[src/rtl/spi_piso_tx_pkg.sv]
// Shared definitions for the single-clock SPI-style link (transmitter and sipo receiver).
package spi_piso_tx_pkg;

    localparam int SPI_WIDTH = 16;

    typedef enum logic [1:0] {
        ST_IDLE  = 2'd0,
        ST_SETUP = 2'd1,
        ST_SHIFT = 2'd2,
        ST_GAP   = 2'd3
    } spi_state_t;

endpackage

[src/rtl/spi_piso_tx.sv]
// SPI-style serial transmitter: one-word buffer, LSB-first shifter, registered ss/mosi/done.
// Frame = 1 arming cycle (ss low), WIDTH data cycles, then GAP_CYCLES with ss high.
module spi_piso_tx
    import spi_piso_tx_pkg::*;
#(
    parameter int WIDTH      = SPI_WIDTH,
    parameter int GAP_CYCLES = 1
) (
    input  logic             clk,
    input  logic             rst,
    input  logic [WIDTH-1:0] data_in,
    input  logic             start,
    output logic             ready,
    output logic             ss,
    output logic             mosi,
    output logic             busy,
    output logic             done
);

    localparam int CW = $clog2(WIDTH);
    localparam int GW = $clog2(GAP_CYCLES + 1);

    spi_state_t       state_q, state_d;
    logic [WIDTH-1:0] buf_q, buf_d;
    logic             pending_q, pending_d;
    logic [WIDTH-1:0] shreg_q, shreg_d;
    logic [CW-1:0]    bit_cnt_q, bit_cnt_d;
    logic [GW-1:0]    gap_cnt_q, gap_cnt_d;
    logic             ss_q, ss_d;
    logic             mosi_q, mosi_d;
    logic             done_q, done_d;
    logic             load;

    always_comb begin
        state_d   = state_q;
        buf_d     = buf_q;
        pending_d = pending_q;
        shreg_d   = shreg_q;
        bit_cnt_d = bit_cnt_q;
        gap_cnt_d = gap_cnt_q;
        ss_d      = ss_q;
        mosi_d    = mosi_q;
        done_d    = 1'b0;
        load      = 1'b0;

        case (state_q)
            ST_IDLE: begin
                ss_d   = 1'b1;
                mosi_d = 1'b0;
                load   = pending_q;
            end
            ST_SETUP: begin
                mosi_d    = shreg_q[0];
                shreg_d   = shreg_q >> 1;
                bit_cnt_d = '0;
                state_d   = ST_SHIFT;
            end
            ST_SHIFT: begin
                if (bit_cnt_q == CW'(WIDTH - 1)) begin
                    ss_d      = 1'b1;
                    mosi_d    = 1'b0;
                    done_d    = 1'b1;
                    gap_cnt_d = '0;
                    state_d   = ST_GAP;
                end else begin
                    bit_cnt_d = bit_cnt_q + CW'(1);
                    mosi_d    = shreg_q[0];
                    shreg_d   = shreg_q >> 1;
                end
            end
            ST_GAP: begin
                ss_d   = 1'b1;
                mosi_d = 1'b0;
                if (gap_cnt_q == GW'(GAP_CYCLES - 1)) begin
                    if (pending_q) load = 1'b1;
                    else           state_d = ST_IDLE;
                end else begin
                    gap_cnt_d = gap_cnt_q + GW'(1);
                end
            end
            default: state_d = ST_IDLE;
        endcase

        // Buffer hands off to the shifter on the edge that enters SETUP.
        if (load) begin
            state_d   = ST_SETUP;
            ss_d      = 1'b0;
            shreg_d   = buf_q;
            pending_d = 1'b0;
        end

        // Acceptance only happens with the buffer empty, so it never collides with a load.
        if (start && !pending_q) begin
            buf_d     = data_in;
            pending_d = 1'b1;
        end
    end

    always_ff @(posedge clk or posedge rst) begin
        if (rst) begin
            state_q   <= ST_IDLE;
            buf_q     <= '0;
            pending_q <= 1'b0;
            shreg_q   <= '0;
            bit_cnt_q <= '0;
            gap_cnt_q <= '0;
            ss_q      <= 1'b1;
            mosi_q    <= 1'b0;
            done_q    <= 1'b0;
        end else begin
            state_q   <= state_d;
            buf_q     <= buf_d;
            pending_q <= pending_d;
            shreg_q   <= shreg_d;
            bit_cnt_q <= bit_cnt_d;
            gap_cnt_q <= gap_cnt_d;
            ss_q      <= ss_d;
            mosi_q    <= mosi_d;
            done_q    <= done_d;
        end
    end

    assign ready = !pending_q;
    assign ss    = ss_q;
    assign mosi  = mosi_q;
    assign done  = done_q;
    assign busy  = (state_q != ST_IDLE);

endmodule

[config.mk]
export PLATFORM = sky130hd
export DESIGN_NAME = spi_piso_tx
export DESIGN_NICKNAME = d
export VERILOG_FILES = /design/src/rtl/spi_piso_tx_pkg.sv /design/src/rtl/spi_piso_tx.sv
export SDC_FILE = /design/constraint.sdc
export NUM_CORES = 1
export LEC_CHECK = 0
export CAP_MARGIN = 25
export CORE_ASPECT_RATIO = 0.8
export CORE_MARGIN = 1
export CORE_UTILIZATION = 36
export CTS_BUF_LIST = sky130_fd_sc_hd__clkbuf_16
export CTS_CLUSTER_SIZE = 30
export DETAILED_ROUTE_END_ITERATION = 7
export MAX_ROUTING_LAYER = met4
export SLEW_MARGIN = 10
export SYNTH_ARGS = -nofsm -noshare
export SYNTH_HDL_FRONTEND = slang
export SYNTH_SLANG_ARGS = --single-unit
[constraint.sdc]
create_clock -name clk -period 2.4 [get_ports clk]
set_input_delay 0.48 -clock clk [delete_from_list [all_inputs] [get_ports clk]]
set_output_delay 0.48 -clock clk [all_outputs]
set_load 0.02 [all_outputs]
### After elaboration in Yosys (flattened, before gate mapping)

Cells that the tools add are included.

| operators by class | value |
|---|---|
| add/sub/neg operators | 2 |
| eq/ne operators | 10 |
| multiplexer cells | 25 |
| reduce and logical (&&, ||, !) cells | 16 |

Operators by type and width:

| operator | number |
|---|---|
| $mux 16 | 2 |
| $pmux 16 s2 | 1 |
| $ne 3x3->1 const B | 4 |
| $mux 1 | 11 |
| $mux 2 | 4 |
| $pmux 4 s2 | 1 |
| $reduce_and 2->1 | 4 |
| $reduce_bool 2->1 | 4 |
| $pmux 1 s2 | 3 |
| $pmux 2 s3 | 1 |
| $reduce_bool 3->1 | 2 |
| $add 4x1->4 const B | 1 |
| $eq 2x2->1 const B | 2 |
| $eq 4x4->1 const B | 1 |
| $mux 4 | 1 |
| $ne 2x2->1 const B | 2 |
| $reduce_and 4->1 | 1 |
| $reduce_bool 4->1 | 1 |
| $pmux 1 s3 | 1 |
| $eq 2x1->1 const B | 1 |
| $logic_not 2->1 | 1 |
| $reduce_or 2->1 | 1 |
| $add 1x1->1 const B | 1 |
| $logic_and 1x1->1 | 1 |
| $logic_not 1->1 | 1 |

| word-level totals | value |
|---|---|
| bits in registers | 43 |
| word-level logic and storage cells | 62 |

### Depth between registers and ports, before layout

Gate-level depths: netlist of the first run.

| logic depth | value |
|---|---|
| depth in word-level cells | 5 |
| mapped depth | 8 |

### Least setup slack after synthesis of the first run

Ideal clock, no wire load.

| path | value |
|---|---|
| path kind | flip-flop to flip-flop |
| start | reg state_q[0] |
| end | reg shreg_q[0] |
| library setup time | 0.127 ns |
| arrival | 1.479 ns |
| setup slack | 0.794 ns |
| stages on the path, launching flop included | 9 |
| path buffers | 3 |
| clock period less this slack | 1.606 ns |
| cells stage by stage | dfrtp_1 > inv_1 > ha_1 > buf_6 > or2_1 > buf_6 > buf_8 > a32oi_1 > a2bb2oi_1 |

| on the way | value |
|---|---|
| cells in the longest elaborated chain, start to end | 4 |

Ends and longest elaborated chain:

| what | RTL line | RTL |
|---|---|---|
| start: declaration | spi_piso_tx.sv:23 | `spi_state_t state_q, state_d;` |
| start signal: assignment | spi_piso_tx.sv:111 | `state_q <= state_d;` |
| $eq 2x2->1 / $logic_not 2->1 (equally long branches) | spi_piso_tx.sv:46 | `case (state_q)` |
| $pmux 1 s2 | spi_piso_tx.sv:46 |  |
| $ne 3x3->1 (no line) / $reduce_bool 3->1 (equally long branches) | -- |  |
| $reduce_and 2->1 (no line) | -- |  |
| end signal: assignment | spi_piso_tx.sv:114 | `shreg_q <= shreg_d;` |
| end: declaration | spi_piso_tx.sv:26 | `logic [WIDTH-1:0] shreg_q, shreg_d;` |

Several ways; a longest one is shown, not always the timed one.
A chain may end at the register's enable or synchronous reset.

### Worst setup path in the final report of the first run

| path | value |
|---|---|
| start | reg state_q[1] |
| end | out busy |

| on the way | value |
|---|---|
| cells in the longest elaborated chain, start to end | 1 |

Ends and longest elaborated chain:

| what | RTL line | RTL |
|---|---|---|
| $reduce_bool 2->1 | spi_piso_tx.sv:127 | `assign busy = (state_q != ST_IDLE);` |
| end: declaration | spi_piso_tx.sv:16 | `output logic busy,` |

Every way passes these cells.

==> results of run 1 <==
power by group:
group          leakage, uW  switching (uW)  internal (uW)
registers         0.000509             194           1070
logic             0.000439             845            807
clock network    0.0000724             263            376
total              0.00102            1300           2250
cells in the final DEF, fill, tap and decap left out, drive strengths merged, types with 2 or more instances in the layout:
| cell | instances |
|---|---|
| a21oi | 2 |
| clkdlybuf4s50 | 23 |
| clkbuf | 5 |
| nor2 | 5 |
| ha | 5 |
| nand3 | 2 |
| or2 | 2 |
| clkinv | 2 |
| o311ai | 2 |
| nor2b | 6 |
| a2bb2oi | 15 |
| and3 | 2 |
| dfrtp | 41 |
| inv | 9 |
| mux2 | 16 |
| buf | 6 |
| a32oi | 15 |
| nand2 | 3 |
| o21ai | 17 |
kinds of logic (layout without fill, tap and decap cells):
family | after synthesis | in the layout | synth area share (%)
AND/OR/NAND/NOR | 24 | 24 | 7.24
multiplexers | 16 | 16 | 8.91
buffers and inverters | 22 | 45 | 6.25
adder cells (fa/ha/maj) | 5 | 5 | 3.09
flip-flops | 42 | 42 | 52.0
AO/OA/AOI/OAI | 58 | 58 | 22.5
routing by layer:
metal | global-route usage (%) | vias to the layer above
met2 | 24.4 | 43
met4 | 6.67 | 0
li1 | - | 674
met1 | 19.9 | 736
met5 | - | -
met3 | 3.59 | 5
worst paths after layout:
kind	depth (start not counted)	start	slack (ns)	to
setup / recovery	4	state_q[1]$_DFFE_PP0P_	0.29	busy
hold / removal	1	shreg_q[0]$_DFFE_PP0P_	0.50	mosi$_DFF_PP0_
setup reg to reg	5	state_q[0]$_DFFE_PP0P_	0.51	shreg_q[1]$_DFFE_PP0P_
hold reg to reg	1	shreg_q[0]$_DFFE_PP0P_	0.50	mosi$_DFF_PP0_
max in group asynchronous	3	rst	1.39	shreg_q[2]$_DFFE_PP0P_
min in group asynchronous	3	rst	0.62	done$_DFF_PP0_
area by class of cell:
type,instances,area (um2),area share [%]
Clock inverter,3,12.5,0.513
Timing Repair Buffer,29,275,11.3
Multi-Input combinational cell,103,845,34.7
Inverter,8,30.0,1.23
Clock buffer,5,125,5.13
Tap cell,78,97.6,4.00
Sequential cell,42,1050,43.2
through the flow:
| stage | instances | worst slack [ns] |
|---|---|---|
| after CTS | 268 | 0.293 |
| final | 268 | 0.292 |
| after global placement | 260 | 0.585 |
| after global routing | 268 | 0.237 |
| after floorplan | 167 | 0.794 |
| after detailed placement | 260 | 0.546 |
worst register-to-register path: cells and delay by family, from the launching register on:
family | cells | cell delay (ns)
simple gates | 1 | 0.59
fa+ha+maj | 1 | 0.35
compound gates | 2 | 0.39
buf+inv | 1 | 0.08
flops | 1 | 0.40
state kept, by name (all words and copies together) (netlist names):
| signal | cells |
|---|---|
| bit_cnt_q | 4 |
| state_q | 2 |
| shreg_q | 16 |
| pending_q | 1 |
| buf_q | 16 |
| done | 1 |
| ss | 1 |
| mosi | 1 |
==> results.md, run 1 <==
Die:
- 24 I/O pins were placed.
- The number of placement rows is 24.
- In this run the vertical extent of the chip is 69.1 um.
- The area of the core region is 5440 um2.
- The x dimension of the die is 85.8 um.
- The floorplan step defined a die boundary enclosing 5930 um2.
- Once the floorplan was initialized, standard cells occupied 37.2% of the core.

Synth:
- Ranked by total cell area, the synthesized netlist is headed by dfrtp_1 (51%), mux2_2 (8.9%), a2bb2oi_1 (6.5%).
- In the synthesized netlist, the number of instances is 167.
- The synthesized area divided by synthesized cell count is 12.1 um2.
- In the post-synthesis netlist, the cell with the most instances is dfrtp_1.
- The commonest cells after synthesis are dfrtp_1 (41), o21ai_0 (17), mux2_2 (16).
- The number of different library cells used by synthesis comes to 38.
- The part of the Yosys area used for sequential elements is 52.0%.
- Yosys printed 0 warnings.
- The synthesized netlist occupies a cell area of 2020 um2.
- In this run, synthesis produced a sequential element count of 42.
- Yosys mapped a number of flops with a built-in enable equal to 0.
- The number of nets in the synthesized netlist is 191.
- The largest area contributor in the netlist is dfrtp_1.
- The fraction of synthesized cell area taken by the top area cell type is 50.7%.
- In the synthesized netlist the async set-or-reset flop fraction comes to 100%.
- In the synthesized netlist the dominant register cell turns out to be dfrtp_1.

Route:
- In the detailed route, the total length drawn on met3 is 156 um.
- In the routed layout, each cell is associated on average with a via count of 5.44.
- The highest signal layer in the routed design is met4.
- The detailed router finished its first iteration with 124 violations.
- Once detail routing completed, the nets flagged for antenna violations numbered 0.
- The count of unresolved DRC violations after routing is 1.
- The amount of wire on met2 after detailed routing is 2.09 mm.
- The routed layout has 1458 vias.
- The average wire per cell in the routed design is 15.3 um.
- Before antenna repair, the detailed router went through 6 iterations.
- The overall routed net length is 4.10 mm.
- The routed metal-1 wire length is 1.81 mm.

Cells and area:
- Once layout is done, the placed cells without fillers occupy 2440 um2.
- From synthesis to final layout, the design area changed by 20.5%.
- The post-route netlist has 18.4% of its cells at a drive strength greater than 1.
- The end-of-flow core utilization is 44.8%.
- The final-layout fill cell count is 511.
- The final layout contains 213 nets.
- The antenna diode instance count is 0.

Worst hold path:
- The worst min-delay path class is flop to flop.

Run status:
- The run finished, with violations left.
- The final reports fail on design-rule violations.

Power and ir drop:
- The total power of the final layout is 3550 uW.
- The power density over the cells is 1460 nW/um2.
- In this run the static leakage power is 0.00102 uW.
- The worst-case IR drop observed on VDD is 0.487 mV.

Worst setup path:
- Data on the critical path is required at its endpoint by 1.92 ns.
- The critical path is of the flop to primary output type.
- The slowest stage cell on the critical path is clkdlybuf4s50_1.
- STA classifies the critical path startpoint as a flop.
- In this design, the stage delay of the slowest critical-path cell is 0.59 ns.
- The signal on the critical path passes through inv_1 -> ha_1 -> inv_1 -> clkdlybuf4s50_1.
- STA classifies the critical path endpoint as a primary output.
- The sum of buffers and inverters on the critical path is 3.
- On the critical path the largest part of the delay comes from buffers and inverters.
- The cell that appears most often on the critical path is inv_1.
- Data arrives at the worst endpoint at 1.63 ns.
- Along the worst path, the maximum fanout reaches 4.

Clocking:
- Buffers added to address setup during post-CTS repair amount to 0.
- For this design, the CTS-stage hold fixing added 0 buffers.
- CTS placed an instance of clkbuf_16 at the clock tree root.
- TritonCTS built the clock tree.
- Clock-pin slew was measured on the worst setup and hold paths at 0.06 ns.
- The clock passes through at most 2 buffers.
- The clock latency reported for the late side of the worst-skew pair is 0.29 ns.
- The number of sinks driven by the clock tree is 42.
- Gates resized during post-CTS repair numbered 0.
- The TritonCTS buffer count is 5.
- The number of levels in the clock H-tree is 2.

Global routing:
- The number of global-route vias before repair is 1485.
- The leftover overflow at the end of global routing is 0.
- The wire length of the first global-routing pass is 7.06 mm.
- The maximum number of pins on one net before global-route repair is 43.
- The number of antenna violations at the first check in global routing came to 0.
- Across every metal layer, demand over resource in global routing totals 15.7%.

Placement:
- The number of port buffers is 23.
- At the end of routability-driven placement, the weighted congestion stood at 0.737.
- The cell area after placement is 2300 um2.
- The HPWL after detailed placement is 2.65 mm.

Flow run:
- The number of maximum-capacitance constraint violations is 0.

Timing:
- After routing, the total negative slack on setup checks comes to 0 ns.
- The total count of hold-check failures in the final report is 0.
- The number of max-slew violations in the final report is 0.
- The maximum clock rate is 474 MHz.
- The final critical path takes up 87.8% of the cycle.
- The minimum hold slack is 0.504 ns.
- The final setup skew is 0.00452 ns.
- The pin slew with the least headroom to its limit is 0.663 ns.
- In this run the tightest slew margin relative to its limit is 55.8%.
- Setup repair after global routing left no endpoint under its margin.
- Setup violations remaining at the end of the flow were counted as 0.
- The clock period minus worst slack is 2.11 ns.
Note: power is estimated with default switching activity, not from simulation.
==> run 2: changes to the inputs <==
--- a/config.mk
+++ b/config.mk
@@ -13,6 +13,7 @@
 export CTS_CLUSTER_SIZE = 30
 export DETAILED_ROUTE_END_ITERATION = 7
 export MAX_ROUTING_LAYER = met4
+export SKIP_CTS_REPAIR_TIMING = 1
 export SLEW_MARGIN = 10
 export SYNTH_ARGS = -nofsm -noshare
 export SYNTH_HDL_FRONTEND = slang
==> results of run 2 <==
Same layout as run 1: the final DEF is identical, and so are final timing and power.
